## src/rtl/uart_tx_buffered.sv

```systemverilog
// uart_tx_buffered: FIFO-buffered UART transmitter, LSB first, idle-high line.
// Default frame is 8N1. Defining UART_TX_PARITY_EN switches to 8E1, which adds
// one even-parity bit between data bit 7 and the stop bit.
// Bytes pushed with wr_en are queued in a FIFO_DEPTH-entry FIFO. When another
// byte is waiting, the next frame starts straight after the stop bit.
module uart_tx_buffered #(
    parameter int CLKS_PER_BIT = 868,
    parameter int FIFO_DEPTH   = 16
) (
    input  logic                            clk,
    input  logic                            reset,
    input  logic                            wr_en,
    input  logic [7:0]                      wr_data,
    output logic                            full,
    output logic [$clog2(FIFO_DEPTH+1)-1:0] fifo_count,
    output logic                            overflow,
    output logic                            busy,
    output logic                            serialOut
);

    localparam int AW = $clog2(FIFO_DEPTH);
    localparam int CW = $clog2(FIFO_DEPTH + 1);
    localparam int BW = $clog2(CLKS_PER_BIT);
    localparam logic [BW-1:0] BAUD_LAST = BW'(CLKS_PER_BIT - 1);
    localparam logic [CW-1:0] DEPTH_CNT = CW'(FIFO_DEPTH);

    typedef enum logic [2:0] {
        ST_IDLE   = 3'd0,
        ST_START  = 3'd1,
        ST_DATA   = 3'd2,
        ST_STOP   = 3'd3
`ifdef UART_TX_PARITY_EN
        ,
        ST_PARITY = 3'd4
`endif
    } state_t;

`ifdef UART_TX_PARITY_EN
    // Even parity over one data byte: the transmitted bit makes the total count of ones even.
    function automatic logic even_parity8(input logic [7:0] d);
        return ^d;
    endfunction
`endif

    // FIFO storage and occupancy
    logic [7:0]    r_mem [FIFO_DEPTH];
    logic [AW-1:0] r_wr_ptr;
    logic [AW-1:0] r_rd_ptr;
    logic [CW-1:0] r_count;
    logic          r_full;
    logic          r_overflow;

    // Transmit engine
    state_t        r_state;
    logic [BW-1:0] r_baud;
    logic [2:0]    r_bit_idx;
    logic [7:0]    r_shift;
    logic          r_serial;
    logic          r_busy;
`ifdef UART_TX_PARITY_EN
    logic          r_parity;
`endif

    logic          w_push;
    logic          w_pop;
    logic          w_bit_done;
    logic [7:0]    w_head;
    logic [CW-1:0] w_count_nxt;

    // full is registered from the pre-edge count, so a write while full is dropped
    // even when the engine pops on the same edge.
    assign w_push     = wr_en & ~r_full;
    assign w_bit_done = (r_baud == BAUD_LAST);
    assign w_head     = r_mem[r_rd_ptr];

    assign full       = r_full;
    assign fifo_count = r_count;
    assign overflow   = r_overflow;
    assign busy       = r_busy;
    assign serialOut  = r_serial;

    // Pop decision: take a byte when idle, or at the final stop-bit cycle for back-to-back frames.
    always_comb begin
        w_pop = 1'b0;
        if ((r_count != {CW{1'b0}}) &&
            ((r_state == ST_IDLE) || ((r_state == ST_STOP) && w_bit_done))) begin
            w_pop = 1'b1;
        end else begin
            w_pop = 1'b0;
        end
    end

    // Next occupancy: a simultaneous push and pop leaves the count unchanged.
    always_comb begin
        w_count_nxt = r_count;
        case ({w_push, w_pop})
            2'b10:   w_count_nxt = r_count + 1'b1;
            2'b01:   w_count_nxt = r_count - 1'b1;
            default: w_count_nxt = r_count;
        endcase
    end

    // FIFO data array: written only on an accepted push. No reset is needed because the pointers guard it.
    always_ff @(posedge clk) begin
        if (w_push) begin
            r_mem[r_wr_ptr] <= wr_data;
        end
    end

    // FIFO pointers, count, full flag and sticky overflow.
    always_ff @(posedge clk or posedge reset) begin
        if (reset) begin
            r_wr_ptr   <= {AW{1'b0}};
            r_rd_ptr   <= {AW{1'b0}};
            r_count    <= {CW{1'b0}};
            r_full     <= 1'b0;
            r_overflow <= 1'b0;
        end else begin
            if (w_push) begin
                r_wr_ptr <= r_wr_ptr + 1'b1;
            end
            if (w_pop) begin
                r_rd_ptr <= r_rd_ptr + 1'b1;
            end
            r_count    <= w_count_nxt;
            r_full     <= (w_count_nxt == DEPTH_CNT);
            r_overflow <= r_overflow | (wr_en & r_full);
        end
    end

    // Transmit FSM: drives the registered line and busy, and serialises the shift register LSB first.
    always_ff @(posedge clk or posedge reset) begin
        if (reset) begin
            r_state   <= ST_IDLE;
            r_baud    <= {BW{1'b0}};
            r_bit_idx <= 3'd0;
            r_shift   <= 8'h00;
            r_serial  <= 1'b1;
            r_busy    <= 1'b0;
`ifdef UART_TX_PARITY_EN
            r_parity  <= 1'b0;
`endif
        end else begin
            case (r_state)
                ST_IDLE: begin
                    r_baud <= {BW{1'b0}};
                    if (w_pop) begin
                        r_shift  <= w_head;
`ifdef UART_TX_PARITY_EN
                        r_parity <= even_parity8(w_head);
`endif
                        r_serial <= 1'b0;
                        r_busy   <= 1'b1;
                        r_state  <= ST_START;
                    end else begin
                        r_serial <= 1'b1;
                        r_busy   <= 1'b0;
                    end
                end
                ST_START: begin
                    if (w_bit_done) begin
                        r_baud    <= {BW{1'b0}};
                        r_bit_idx <= 3'd0;
                        r_serial  <= r_shift[0];
                        r_state   <= ST_DATA;
                    end else begin
                        r_baud <= r_baud + 1'b1;
                    end
                end
                ST_DATA: begin
                    if (w_bit_done) begin
                        r_baud <= {BW{1'b0}};
                        if (r_bit_idx == 3'd7) begin
`ifdef UART_TX_PARITY_EN
                            r_serial <= r_parity;
                            r_state  <= ST_PARITY;
`else
                            r_serial <= 1'b1;
                            r_state  <= ST_STOP;
`endif
                        end else begin
                            r_shift   <= {1'b0, r_shift[7:1]};
                            r_serial  <= r_shift[1];
                            r_bit_idx <= r_bit_idx + 1'b1;
                        end
                    end else begin
                        r_baud <= r_baud + 1'b1;
                    end
                end
`ifdef UART_TX_PARITY_EN
                ST_PARITY: begin
                    if (w_bit_done) begin
                        r_baud   <= {BW{1'b0}};
                        r_serial <= 1'b1;
                        r_state  <= ST_STOP;
                    end else begin
                        r_baud <= r_baud + 1'b1;
                    end
                end
`endif
                ST_STOP: begin
                    if (w_bit_done) begin
                        r_baud <= {BW{1'b0}};
                        if (w_pop) begin
                            r_shift  <= w_head;
`ifdef UART_TX_PARITY_EN
                            r_parity <= even_parity8(w_head);
`endif
                            r_serial <= 1'b0;
                            r_state  <= ST_START;
                        end else begin
                            r_serial <= 1'b1;
                            r_busy   <= 1'b0;
                            r_state  <= ST_IDLE;
                        end
                    end else begin
                        r_baud <= r_baud + 1'b1;
                    end
                end
                default: begin
                    r_baud    <= {BW{1'b0}};
                    r_bit_idx <= 3'd0;
                    r_serial  <= 1'b1;
                    r_busy    <= 1'b0;
                    r_state   <= ST_IDLE;
                end
            endcase
        end
    end

endmodule

```

## config.mk

```make
export PLATFORM = sky130hd
export DESIGN_NAME = uart_tx_buffered
export DESIGN_NICKNAME = d
export VERILOG_FILES = /design/src/rtl/uart_tx_buffered.sv
export SDC_FILE = /design/constraint.sdc
export NUM_CORES = 1
export LEC_CHECK = 0
export ABC_AREA = 1
export ABC_CLOCK_PERIOD_IN_PS = 3650
export CAP_MARGIN = 10
export CORE_ASPECT_RATIO = 1.2
export CORE_MARGIN = 5
export CORE_UTILIZATION = 30
export CTS_CLUSTER_DIAMETER = 150
export DETAILED_ROUTE_END_ITERATION = 8
export GPL_ROUTABILITY_DRIVEN = 0
export PLACE_DENSITY = 0.49
export RECOVER_POWER = 50
export SETUP_SLACK_MARGIN = 0.5
export SYNTH_ARGS = -nofsm -noshare
export SYNTH_HDL_FRONTEND = slang
export SYNTH_SLANG_ARGS = --single-unit
```

## constraint.sdc

```tcl
create_clock -name clk -period 3.65 [get_ports clk]
set_input_delay 0.365 -clock clk [delete_from_list [all_inputs] [get_ports clk]]
set_output_delay 0.365 -clock clk [all_outputs]
set_load 0.01 [all_outputs]
```

==> run metrics, run 1 <==
most frequent cells after synthesis=nand2_1 (256), edfxtp_1 (128), nand3_1 (87); TritonRoute pass-1 iters=4; min Tclk post-route=2.82 ns; Finished Cell Area=0.00862 mm²; P_int=4090 µW; sequential area share after synthesis=0.645; fraction of layout cells with a size suffix above 1=0.0756; vias in the first global route=4936; ANT cells=0; die width=~150 µm; Synthesized Nets=773; f_max=between 300 and 400 MHz; Critical Path End Type=flip-flop; Starting Density=0.304; fill cell count=2536; Switch Pwr=between 2000 and 3000 µW; RR Startpoint=r_baud[0]; EDFF count, synth=128; Wirelength per Cell=15.6 µm; CP max stage cell=dfrtp_1; Comb power frac=0.369; Post-CTS Hold Fix Bufs=0; Critical Path RT=around 4 ns; worst path arrival time=3.18 ns; Seq cells post-synth=168; DR vias=roughly 4900; GR Util All Layers=0.127; DR vias/cell=roughly 4.5; Clock Latency Late Sink=approximately 0.43 ns; share of the synthesized area in the top cell type=0.511; run status=finished with violations; Critical Path Start=r_baud[0]; RSZ-0062 raised after global routing=false; final hold violation count=0; Top FF cell, synth=edfxtp_1; Worst-path clk slew=approximately 0.07 ns; FFs w/ async S/R, synth=0.238; register share of total power=0.379; grt total ovfl=0; # nets final=794; area leader, netlist=edfxtp_1; post-CTS sizing=0; placed inst area=a little over 0.008 mm²; worst reg2reg path depth=16; Top cell by count, worst path=nor2_1; initial antenna violation count=0; peak supply drop=0.333 mV; clock sinks=168; dpl hpwl=10.9 mm; Crit Path Category=flip-flop to flip-flop; Buffers on Ports=19; Syn Inst Count=747; largest net degree at the start of global routing=73; Max Transition Viols Final=29; CP peak stage delay=~0.37 ns; clock buffer depth=2; chip height=183 µm; DRC viols=0; H-tree depth=4; r2r endpoint=full; TritonCTS clock tree=built; failing checks=capacitance limit, slew limit; synthesized cell area=between 0.007 and 0.008 mm²; Final setup viols=0; Cell Rows=63; Num CTS Buffers=17; Total Wirelength=17.2 mm; cell with the most instances after synthesis=nand2_1; core area=0.0248 mm²; setup bufs post-CTS=0; switching share of power=0.397; max-capacitance violation count=1; final worst path period share=0.773; Lkg Pwr=0.00360 µW; worst hold path class=input port to async pin; 1st-iter DRT viols=347; Cell variety after synth=35; Worst Tran Pin Value=1.60 ns; CP cell instances=ha_1, inv_1, nor2_1, nand4_4, nand2_4, nand2_2, inv_1, ha_4, xor2_1, ha_1, nand2_1, nand2_1, or2_2, nor2_1, nand3_1, nor2_1; Die ar.=~0.028 mm²; Max transition margin=-0.0636; worst-path maximum fanout=7; flop-to-flop setup slack=0.83 ns; crit path launch type=flip-flop; area of the multi-input gates=0.00231 mm²; FF+latch area=0.00485 mm²; PwrDens=between 700 and 800 mW/mm²; YS warnings=0; Clk pwr share=0.252; root buffer cell=clkbuf_16; Post-DRT Antenna Nets=0; IO Count=20; first-pass GRT wire length=27.6 mm; Clock Skew=0.0134 ns; Mean Syn Cell Area=around 10 µm²; synth top area cells=edfxtp_1 (51%), dfrtp_1 (13%), nand2_1 (13%); Setup TNS=0 ns; Layout area overhead=14.7%
## power groups by stage
stage	clock network [µW]	logic [µW]	registers, µW
2_1_floorplan	0	1760	2570
3_3_place_gp	0	2540	2610
3_5_place_dp	0	2530	2610
4_1_cts	1750	2540	2580
5_1_grt	1840	2850	2610
6_report	1710	2500	2570
## per-layer routing
| layer | vias to the layer above | global-route usage | wire length (µm) |
|---|---|---|---|
| li1 | 2493 | - | - |
| met4 | 0 | 0.0456 | 338 |
| met5 | - | 0 | 0 |
| met1 | 2361 | 0.161 | 7880 |
| met3 | 19 | 0.0229 | 436 |
| met2 | 70 | 0.217 | 8560 |
## per-stage QoR
stage	hold WS, ns	std cells	util	total power (µW)	worst slack [ns]
final	0.333	1105	0.348	6780	0.828
after floorplan	0.431	747	-	4340	1.02
after detailed placement	0.453	1074	0.326	5150	0.704
after global placement	0.445	1074	0.326	5150	0.779
after global routing	0.355	1105	0.348	7300	0.567
after CTS	0.191	1105	0.348	6870	0.688
## registers in the layout (all words and copies together), names as in the netlist
register	flops
busy	1
fifo_count	5
full	1
overflow	1
r_baud	10
r_bit_idx	3
r_mem	128
r_rd_ptr	4
r_shift	8
r_state	2
r_wr_ptr	4
serialOut	1
## cells in the final DEF (no fill, tap or decap), drive strengths merged
cell type	instances
nand3	88
dlygate4sd3	10
clkdlybuf4s50	9
xnor2	2
nor3	2
a21oi	14
clkbuf	19
nand3b	1
dfrtp	39
ha	15
nand2	259
and3	2
inv	74
o21ai	25
edfxtp	128
clkinv	3
dfstp	1
nor3b	1
a21o	1
buf	7
or2	7
nand4	2
clkinvlp	4
o211ai	3
xor2	12
nor2	51
o221ai	1
## worst max-delay path: cells and delay by family (launching register included)
family        cells  cell delay (ns)
xor+xnor          1             0.19
buf+inv           2             0.22
simple gates     10             1.30
flops             1             0.37
fa+ha+maj         3             0.67
## final cells by class
class	count	area share
Clock buffer	17	0.0493
Tap cell	325	0.0472
Sequential cell	168	0.562
Inverter	67	0.0292
Timing Repair Buffer	28	0.0290
Multi-Input combinational cell	486	0.268
Clock inverter	14	0.0148
## cells by family after synthesis
group | after synthesis | synth area share
simple gates | 413 | 0.232
compound gates | 44 | 0.0331
fa+ha+maj | 15 | 0.0250
buf+inv | 93 | 0.0494
flops | 168 | 0.645
xor+xnor | 14 | 0.0163
## how the worst max path moves through the flow
stage                end  cells past startpoint
floorplan           full                     17
global placement    full                     16
detailed placement  full                     16
CTS                 full                     16
global route        full                     16
finish              full                     16
(Power assumes the default switching activity.)
==> run 2: changes to the inputs <==
Settings changed: ABC_CLOCK_PERIOD_IN_PS 3650 to 2400, PLACE_DENSITY 0.49 to 0.5.
Clock period 3.65 ns to 2.4 ns, I/O delays scaled along.
==> run 2 against run 1 <==
Against the previous run: the run now ends clean; clock skew decreased by 0.0027 ns; critical path depth rose by 1; utilization is 2.6 points higher; routed wire length rose by 1.4%; register-to-register slack got worse by 0.71 ns; final area increased by 7.6%; power grew 68%; flip-flop and latch count is the same; die area unchanged.
==> run metrics, run 2 (same netlist as run 1, synthesis figures left out) <==
run status=finished clean; Clock Skew=0.0107 ns (-0.00271 ns); Switch Pwr=4400 µW (+64%); final hold violation count=0 (unchanged); Clock Latency Late Sink=0.43 ns (about the same); Finished Cell Area=0.00928 mm² (+7.6%); Comb power frac=0.414 (+0.045); Final setup viols=0 (unchanged); Lkg Pwr=0.00394 µW (+9.4%); H-tree depth=4 (unchanged); FF+latch area=0.00485 mm² (unchanged); Post-DRT Antenna Nets=0 (unchanged); root buffer cell=clkbuf_16; DR vias=5175 (+4.7%); min Tclk post-route=2.28 ns (-0.544 ns); fill cell count=2472 (-2.5%); IO Count=20 (unchanged); # nets final=848 (+6.8%); Worst Hold Path Cells=2; Non-Filler Instances=1160 (+5.0%); Worst-path clk slew=0.07 ns (about the same); Hold Path Origin=wr_en; grt total ovfl=0 (unchanged); GR Util All Layers=0.126 (-0.000743); DP Cell Count=1110 (+3.4%); peak supply drop=0.640 mV (+92%); hold path endpoint=overflow; PwrDens=1230 mW/mm² (+57%); Wirelength per Cell=15.1 µm (-3.4%); most frequent cells in the layout=nand2_1 (250), edfxtp_1 (128), nand3_1 (79), inv_1 (55), buf_4 (54); Hold Worst Slack=0.424 ns (+0.0903 ns); crit path launch type=flip-flop; Critical Path RT=2.77 ns (-1.24 ns); commonest non-fill, non-tap cell in the layout=nand2_1; Starting Density=0.304 (unchanged); register share of total power=0.339 (-0.040); Buffers on Ports=19 (unchanged); Layout area overhead=23.4%; placed inst area=0.00838 mm² (+3.9%); r2r endpoint=full; area of the multi-input gates=0.00245 mm² (+6.1%); worst hold path class=input port to flip-flop; DR vias/cell=4.46 (-0.27%); f_max=439 MHz (+24%); max-capacitance violation count=0 (-1); initial antenna violation count=0 (unchanged); ANT cells=0 (unchanged); biggest regs=r_mem: 128 flops, r_baud: 10 flops, r_shift: 8 flops; Total Wirelength=17.5 mm (+1.4%); Max Transition Viols Final=0 (-100%); vias in the first global route=5046 (+2.2%); core area=0.0248 mm² (unchanged); Clk pwr share=0.247 (-0.005); final worst path period share=0.949 (+0.176); number of flip-flops in the largest register=128 (unchanged); flop-to-flop setup slack=0.12 ns (-0.71 ns); worst path arrival time=2.64 ns (-0.54 ns); TritonRoute pass-1 iters=4 (unchanged); switching share of power=0.386 (-0.0112); Num CTS Buffers=17 (unchanged); dpl hpwl=11.3 mm (+3.4%); chip height=183 µm (unchanged); largest net degree at the start of global routing=73 (unchanged); Largest Register=r_mem; die width=155 µm (unchanged); Final Util=0.375 (+0.0264); RSZ-0062 raised after global routing=true; Die ar.=0.0283 mm² (unchanged); Worst Tran Pin Value=1.07 ns (-0.521 ns); fraction of layout cells with a size suffix above 1=0.177 (+0.102); DRC viols=0 (unchanged); P_int=7020 µW (+72%); Crit Path Category=flip-flop to flip-flop; first-pass GRT wire length=27.6 mm (-0.10%); Max transition margin=0.284 (+0.348); Setup TNS=0 ns (unchanged); TritonCTS clock tree=built; Critical Path Start=r_state[1]; worst-path maximum fanout=4 (-3); 1st-iter DRT viols=286 (-18%); RR Startpoint=r_state[1]; Critical Path End Type=flip-flop; clock sinks=168 (unchanged); Cell Rows=63 (unchanged); clock buffer depth=2 (unchanged); worst reg2reg path depth=17 (+1)
[run 2: cell count changes in the layout (fill, tap and decap cells not counted), sizes merged]
cell	delta
dlygate4sd3	-1
buf	+53
clkbuf	+1
inv	-1
clkinvlp	-2
bufinv	+2
clkdlybuf4s50	+1
clkinv	+2
[run 2: layer usage]
| metal | vias up | part of all wire | track usage |
|---|---|---|---|
| li1 | 2606 | - | - |
| met1 | 2462 | 0.45 | 0.157 |
| met2 | 75 | 0.50 | 0.215 |
| met3 | 32 | 0.025 | 0.0231 |
| met4 | 0 | 0.023 | 0.0512 |
| met5 | - | 0 | 0 |
[run 2: final cells by class]
type,count,share of cell area
clock buffers,17,0.0459
flip-flops and latches,168,0.523
multi-input cells,486,0.265
well taps,325,0.0438
clock inverters,15,0.0197
inverters,67,0.0283
repair buffers,82,0.0751
[run 2: how the worst max path moves through the flow]
stage,cells past startpoint,slack (ns),endpoint
4_1_cts,16,0.18,full
2_1_floorplan,17,-0.002,full
3_5_place_dp,17,0.01,full
3_3_place_gp,17,0.05,full
6_report,17,0.12,full
5_1_grt,17,-0.04,full
[run 2: what timing repair did]
item                                    4_1_cts  5_1_grt
endpoints found under the setup margin       10       13
resized for setup                            14       23
pin swaps                                     8       13
buffers inserted                             12        6
hold buffers                                  0        0
gates cloned                                  0        0
[run 2: stage by stage]
step                      worst slack, ns  power [µW]
final                               0.121       11400
after global routing              -0.0395       12200
after CTS                           0.184       11200
after detailed placement           0.0140        8140
after global placement             0.0476        8130
after floorplan                  -0.00238        6660
[run 2: power groups by stage]
stage | sequential, µW | combinational, µW | clock [µW]
after floorplan | 3920 | 2750 | 0
after global placement | 3920 | 4210 | 0
after detailed placement | 3930 | 4210 | 0
after CTS | 3880 | 4470 | 2890
after global routing | 3920 | 5310 | 3020
final | 3870 | 4730 | 2820
[run 2: critical path: stages (launching register included)]
cell     delay (ns)
dfrtp_1        0.39
inv_2          0.07
ha_4           0.17
inv_4          0.06
nand2_2        0.05
nand2_2        0.06
inv_2          0.05
nand2_4        0.06
inv_4          0.04
ha_4           0.17
xor2_2         0.18
ha_1           0.31
nand2_1        0.07
nand2_1        0.06
or2_4          0.24
nor2_4         0.07
nand3_1        0.06
nor2_1         0.11
==> run 3: changes to the inputs <==
Settings changed: SLEW_MARGIN from default to 20.
==> results of run 3 <==
Same layout as run 2: the final DEF is identical, and so are final timing and power.
